## src/rtl/multi_channel_divider.sv

```systemverilog
// multi_channel_divider
//
// A bank of CHANNELS independent clock-enable / blink generators sharing one
// clock. Each channel has a run-time programmable period P and mode:
//   mode 0 (toggle): out_sig is a square wave of frequency f_clk/(2P)
//   mode 1 (pulse) : out_sig is a one-cycle strobe every P cycles
// A period of 0 disables the channel. in_sync restarts every channel at
// phase 0 without touching its configuration.
//
// Ports
//   in_clk        system clock, rising edge
//   in_rst_n      asynchronous active-low reset
//   in_sync       single-cycle request restarting all channels at phase 0
//   in_wr_en      configuration write strobe
//   in_wr_ch      channel index for the write (out-of-range index ignored)
//   in_wr_period  new period P in cycles (0 disables the channel)
//   in_wr_mode    0 = toggle, 1 = pulse
//   out_sig       per-channel registered output
//   out_wrap      per-channel registered one-cycle strobe on counter wrap
module multi_channel_divider #(
  parameter int              CHANNELS   = 4,
  parameter int              CNT_W      = 32,
  parameter logic [CNT_W-1:0] DEF_PERIOD = 27000000,
  localparam int             CH_W       = (CHANNELS > 1) ? $clog2(CHANNELS) : 1
) (
  input  logic                in_clk,
  input  logic                in_rst_n,
  input  logic                in_sync,
  input  logic                in_wr_en,
  input  logic [CH_W-1:0]     in_wr_ch,
  input  logic [CNT_W-1:0]    in_wr_period,
  input  logic                in_wr_mode,
  output logic [CHANNELS-1:0] out_sig,
  output logic [CHANNELS-1:0] out_wrap
);

  logic [CNT_W-1:0]    period_q [CHANNELS];
  logic [CNT_W-1:0]    period_d [CHANNELS];
  logic [CNT_W-1:0]    cnt_q    [CHANNELS];
  logic [CNT_W-1:0]    cnt_d    [CHANNELS];
  logic [CHANNELS-1:0] mode_q, mode_d;
  logic [CHANNELS-1:0] sig_q, sig_d;
  logic [CHANNELS-1:0] wrap_q, wrap_d;
  logic [CHANNELS-1:0] wr_sel;

  always_comb begin
    // NOTE: every variable gets a default before any branch; a path that
    // leaves one unassigned would infer a latch.
    wr_sel = '0;
    mode_d = mode_q;
    sig_d  = sig_q;
    wrap_d = wrap_q;
    for (int i = 0; i < CHANNELS; i++) begin
      period_d[i] = period_q[i];
      cnt_d[i]    = cnt_q[i];

      // An index >= CHANNELS matches no channel, so such writes vanish.
      wr_sel[i] = in_wr_en && (in_wr_ch == CH_W'(i));

      if (wr_sel[i]) begin
        period_d[i] = in_wr_period;
        mode_d[i]   = in_wr_mode;
      end

      if (wr_sel[i] || in_sync || (period_q[i] == '0)) begin
        // Restart (write or sync) or disabled channel: everything at phase 0.
        cnt_d[i]  = '0;
        sig_d[i]  = 1'b0;
        wrap_d[i] = 1'b0;
      end else if (cnt_q[i] == period_q[i] - CNT_W'(1)) begin
        // cnt < period always holds, so this compare never sees P = 0.
        cnt_d[i]  = '0;
        wrap_d[i] = 1'b1;
        sig_d[i]  = mode_q[i] ? 1'b1 : ~sig_q[i];
      end else begin
        cnt_d[i]  = cnt_q[i] + CNT_W'(1);
        wrap_d[i] = 1'b0;
        if (mode_q[i]) sig_d[i] = 1'b0;
      end
    end
  end

  always_ff @(posedge in_clk or negedge in_rst_n) begin
    if (!in_rst_n) begin
      // NOTE: the per-channel arrays are configuration registers, not a RAM,
      // so they are reset like any other flop; defaults must be live at once.
      for (int i = 0; i < CHANNELS; i++) begin
        period_q[i] <= DEF_PERIOD;
        cnt_q[i]    <= '0;
      end
      mode_q <= '0;
      sig_q  <= '0;
      wrap_q <= '0;
    end else begin
      // NOTE: non-blocking assignments so every register samples the
      // pre-edge values computed above, independent of statement order.
      for (int i = 0; i < CHANNELS; i++) begin
        period_q[i] <= period_d[i];
        cnt_q[i]    <= cnt_d[i];
      end
      mode_q <= mode_d;
      sig_q  <= sig_d;
      wrap_q <= wrap_d;
    end
  end

  assign out_sig  = sig_q;
  assign out_wrap = wrap_q;

endmodule

```

## config.mk

```make
export PLATFORM = sky130hd
export DESIGN_NAME = multi_channel_divider
export DESIGN_NICKNAME = d
export VERILOG_FILES = /design/src/rtl/multi_channel_divider.sv
export SDC_FILE = /design/constraint.sdc
export NUM_CORES = 1
export LEC_CHECK = 0
export BUFFER_PORTS_ARGS = -buffer_cell sky130_fd_sc_hd__buf_2
export CELL_PAD_IN_SITES_DETAIL_PLACEMENT = 1
export CELL_PAD_IN_SITES_GLOBAL_PLACEMENT = 1
export CORE_MARGIN = 2
export CORE_UTILIZATION = 50
export DETAILED_ROUTE_END_ITERATION = 8
export GPL_TIMING_DRIVEN = 0
export PLACE_DENSITY = 0.86
export SYNTH_ARGS = -nofsm -noshare
export SYNTH_HDL_FRONTEND = slang
export SYNTH_SLANG_ARGS = --single-unit
```

## constraint.sdc

```tcl
create_clock -name in_clk -period 5.2 [get_ports in_clk]
set_clock_uncertainty 0.1 [all_clocks]
set_input_delay 0.52 -clock in_clk [delete_from_list [all_inputs] [get_ports in_clk]]
set_output_delay 0.52 -clock in_clk [all_outputs]
set_load 0.02 [all_outputs]
```

# [Yosys cells after proc, flatten, opt, wreduce, memory -nomap -nowiden]
# Index checks and enable logic that the tools add are counted.
[classes] addsub=8 mux=32 n_reduce_logical=21 eq_ne=7 bitwise_logic=4
[op_table] op="two-way mux 32 bit" count=8
[op_table] op="adder 32 x 1 -> 32 bit, second input constant" count=4
[op_table] op="== test 32 bit" count=4
[op_table] op="logical NOT 32 bit" count=4
[op_table] op="subtractor 32 x 1 -> 32 bit, second input constant" count=4
[op_table] op="two-way mux 1 bit" count=24
[op_table] op="nonzero test 3 bit" count=4
[op_table] op="logical OR 1 bit" count=8
[op_table] op="== test 2 bit, second input constant" count=2
[op_table] op="logical AND 1 bit" count=4
[op_table] op="NOT 1 bit" count=4
[op_table] op="== test 2 x 1 -> 1 bit, second input constant" count=1
[op_table] op="logical NOT 2 bit" count=1
[word_totals] out_inout_bits=8 wordCells=89 regBits=268 in_bits=39

# [Longest topological paths before layout]
[logic_depth] word_depth=5 mapped_depth=12 ltp_nobuf=10

# [Least setup slack after synthesis]
# OpenSTA, ideal clock, no wires.
[synth_path] path_type="reg-to-reg" from="register period_q[98] (netlist bit)" to="register cnt_q[123] (netlist bit)" path_stages_with_launch=12 setup_slack_ns=1.436 n_path_buf=3 setup_time_ns=0.119 arrival_time_ns=3.545 cell_sequence="dfrtp_1 > buf_6 > or4_1 > buf_2 > or4_4 > or4_1 > a211o_1 > or4_1 > nand4bb_4 > o21bai_4 > buf_6 > nor2_1"
[synth_lines] element="from (decl)" line="37" source="logic [CNT_W-1:0] period_q [CHANNELS];"
[synth_lines] element="from (signal, indexed assignment)" line="98" source="period_q[i] <= period_d[i];"
[synth_lines] element="to (signal, indexed assignment)" line="99" source="cnt_q[i] <= cnt_d[i];"
[synth_lines] element="to (decl)" line="39" source="logic [CNT_W-1:0] cnt_q [CHANNELS];"

==> reports/qor.txt <==
IO Port Bufs: 46
Fmax: 0.2133 GHz
CTS tree: built
Post-Syn Area: 16480 sq um
Crit end category: flop
Critical Path Start Type: flop
Yosys reg bits: 268
CP bufs+invs: 2
Pwr dens: 335.0 nW/um^2
Min Hold Slack: 207.8 ps
Cells after DPL: 2195
GR peak layer: met2
Fin. max-slew vios: 0
GRT Total Usage: 29.41%
Die footprint: 34440 sq um
Final period utilization: 90.16%
CTS Buf Count: 30
CP peak stage delay: 770 ps
Area share of the largest cell type after synthesis: 32.18%
Vias in the first global route: 14800
Vias per cell: 6.105
Die Ht: 185.6 um
Post-synth EDFFs: 0
DRT antenna net count: 0
Mapped Cells: 1705
Met3 usage: 5.478%
Worst Path Arrival: 5010 ps
Drc violations: 0
First-pass GRT wire length: 79.58 mm
Share of cells above drive strength 1: 17.95%
Via count: 13750
Setup Viol. Count Final: 0
Post-synth cell types: 75
CTS root buf: clkbuf_16
RePlAce Congestion: 0.9435
Outcome: complete, no violations
DR pass1 iterations: 5
HP Class: in -> reg
Critical Path RT: 5520 ps
GRT Residual Overflow: 0
Crit-path leading delay family: simple AND/OR/NAND/NOR gates
Final non-filler cell total: 2253
Final Hold Viols: 0
Ys async rst share: 100.0%
RSZ-0062 raised after global routing: false
Worst path cell trace: inv_1, ha_1, nor3b_1, nand4_1, xnor2_1, o21ai_0, or4b_2, or4_1, nor2_1, clkbuf_1, nor3_1
Primary FF master, synth: dfrtp_1
Synth Warn #: 0
Leading area contributor after synthesis: dfrtp_1
Final #Nets: 1834
Post-DP HPWL: 35.91 mm
Routed length per instance: 21.99 um
Slew @ Worst Pin: 1172 ps
Clock slew at reported path FFs: 60 ps
Io pins: 47
H-tree levels: 1
Synthesized area per cell: 9.668 sq um
Syn_nets: 1752
Most common cell in the netlist: dfrtp_1
M1 GR Usage: 36.33%
Max VDD drop: 304.0 uV
DRT Wirelength: 49.54 mm
Max clock buf depth: 3
Critical path class: reg -> reg
Sequential-to-total area share from yosys stat: 41.11%
Starting density of the core: 50.67%
Pleak: 7.216 nW
Final Power: 6.163 mW
Initial antenna violation count: 2
CP max FO: 10
Clock latency on the worst-skew pair: 580 ps
CTS sink cnt: 268
Core Area: 32540 sq um
Met2 track demand over resource: 51.90%
Die W: 185.6 um
Area grow syn2layout: 11.61%
Initial drt markers: 700
Pin count of the biggest net entering global routing: 125
Slowest cell on crit path: nor3b_1
Antenna Cells: 0
Synth top area cells: dfrtp_1, mux2_2, dfstp_2
# Post-CTS Setup Buffers: 0
Top cells by count, synth: dfrtp_1, nor2_1, xnor2_1, xor2_1, mux2_2
Tmin final: 4688 ps
Headroom to the max-slew limit: 20.89%
Max-cap violation count: 0
Rows: 66
[cell usage in the layout (no fill, tap or decap), types with 45 or more instances in the layout]
master    count
buf_2        52
nor2_1      177
xnor2_1     135
nand3_1      74
dfrtp_1     212
mux2_2      133
nand2_1      86
nor3_1       87
dfstp_2      56
clkbuf_1     73
xor2_1      135
nor4_1       45
[final timing paths]
kind	startpoint	end	slack [ps]	cells past startpoint
setup / recovery	period_q[0]$_DFFE_PN0P_	cnt_q[4]$_DFF_PN0_	510	11
hold / removal	in_wr_period[4]	period_q[68]$_DFFE_PN0P_	210	2
setup reg to reg	period_q[0]$_DFFE_PN0P_	cnt_q[4]$_DFF_PN0_	510	11
hold reg to reg	mode_q[3]$_DFFE_PN0P_	mode_q[3]$_DFFE_PN0P_	420	1
max in group asynchronous	in_rst_n	period_q[116]$_DFFE_PN1P_	3230	4
min in group asynchronous	in_rst_n	cnt_q[64]$_DFF_PN0_	400	2
[layout make-up]
cell class | count | area [sq um]
multi-input cells | 1330 | 9268
fillers | 3699 | 14140
flip-flops and latches | 268 | 6777
well taps | 442 | 553.0
plain buffers | 82 | 346.6
clock buffers | 47 | 955.9
repair buffers | 50 | 310.3
inverters | 25 | 93.84
clock inverters | 9 | 95.09
[sequential cells by signal (all words and copies together), names as in the netlist]
register	count
mode_q	4
cnt_q	128
out_wrap	4
period_q	128
out_sig	4
[metrics by stage]
step	worst slack [ps]	setup TNS (ps)	utilization, %	area, sq um
6_report	511.6	0	56.55	18400
5_1_grt	281.6	0	56.55	18400
4_1_cts	566.4	0	56.53	18390
3_5_place_dp	590.6	0	53.27	17330
3_3_place_gp	-1250	-257920	53.07	17270
2_1_floorplan	1436	0	-	16480
[cells by family (layout without fill, tap and decap cells)]
family                   after synthesis  count (layout)  share of synthesized area (%)
AO/OA/AOI/OAI                        164             164                          7.112
XOR/XNOR                             271             271                          14.49
adder cells (fa/ha/maj)                8               8                         0.6072
buffers and inverters                107             213                          2.672
flip-flops                           268             268                          41.11
multiplexers                         139             139                          9.450
AND/OR/NAND/NOR                      748             748                          24.56
[metal layers]
layer | vias up | wire length, um
li1 | 6313 | -
met1 | 7027 | 21060
met2 | 312 | 24390
met3 | 102 | 2566
met4 | 0 | 1527
met5 | - | 0
[power breakdown]
group / leakage [nW] / switching (mW) / internal, mW
Combinational: 3.31 / 0.717 / 0.552
Clock: 0.529 / 0.895 / 1.35
Sequential: 3.38 / 0.297 / 2.35
Total: 7.22 / 1.91 / 4.25
[timing repair]
action                                 CTS  global route
gates resized for setup                  0             0
hold buffers                             1             0
endpoints found under the hold margin   71             0
(Power assumes the default switching activity.)
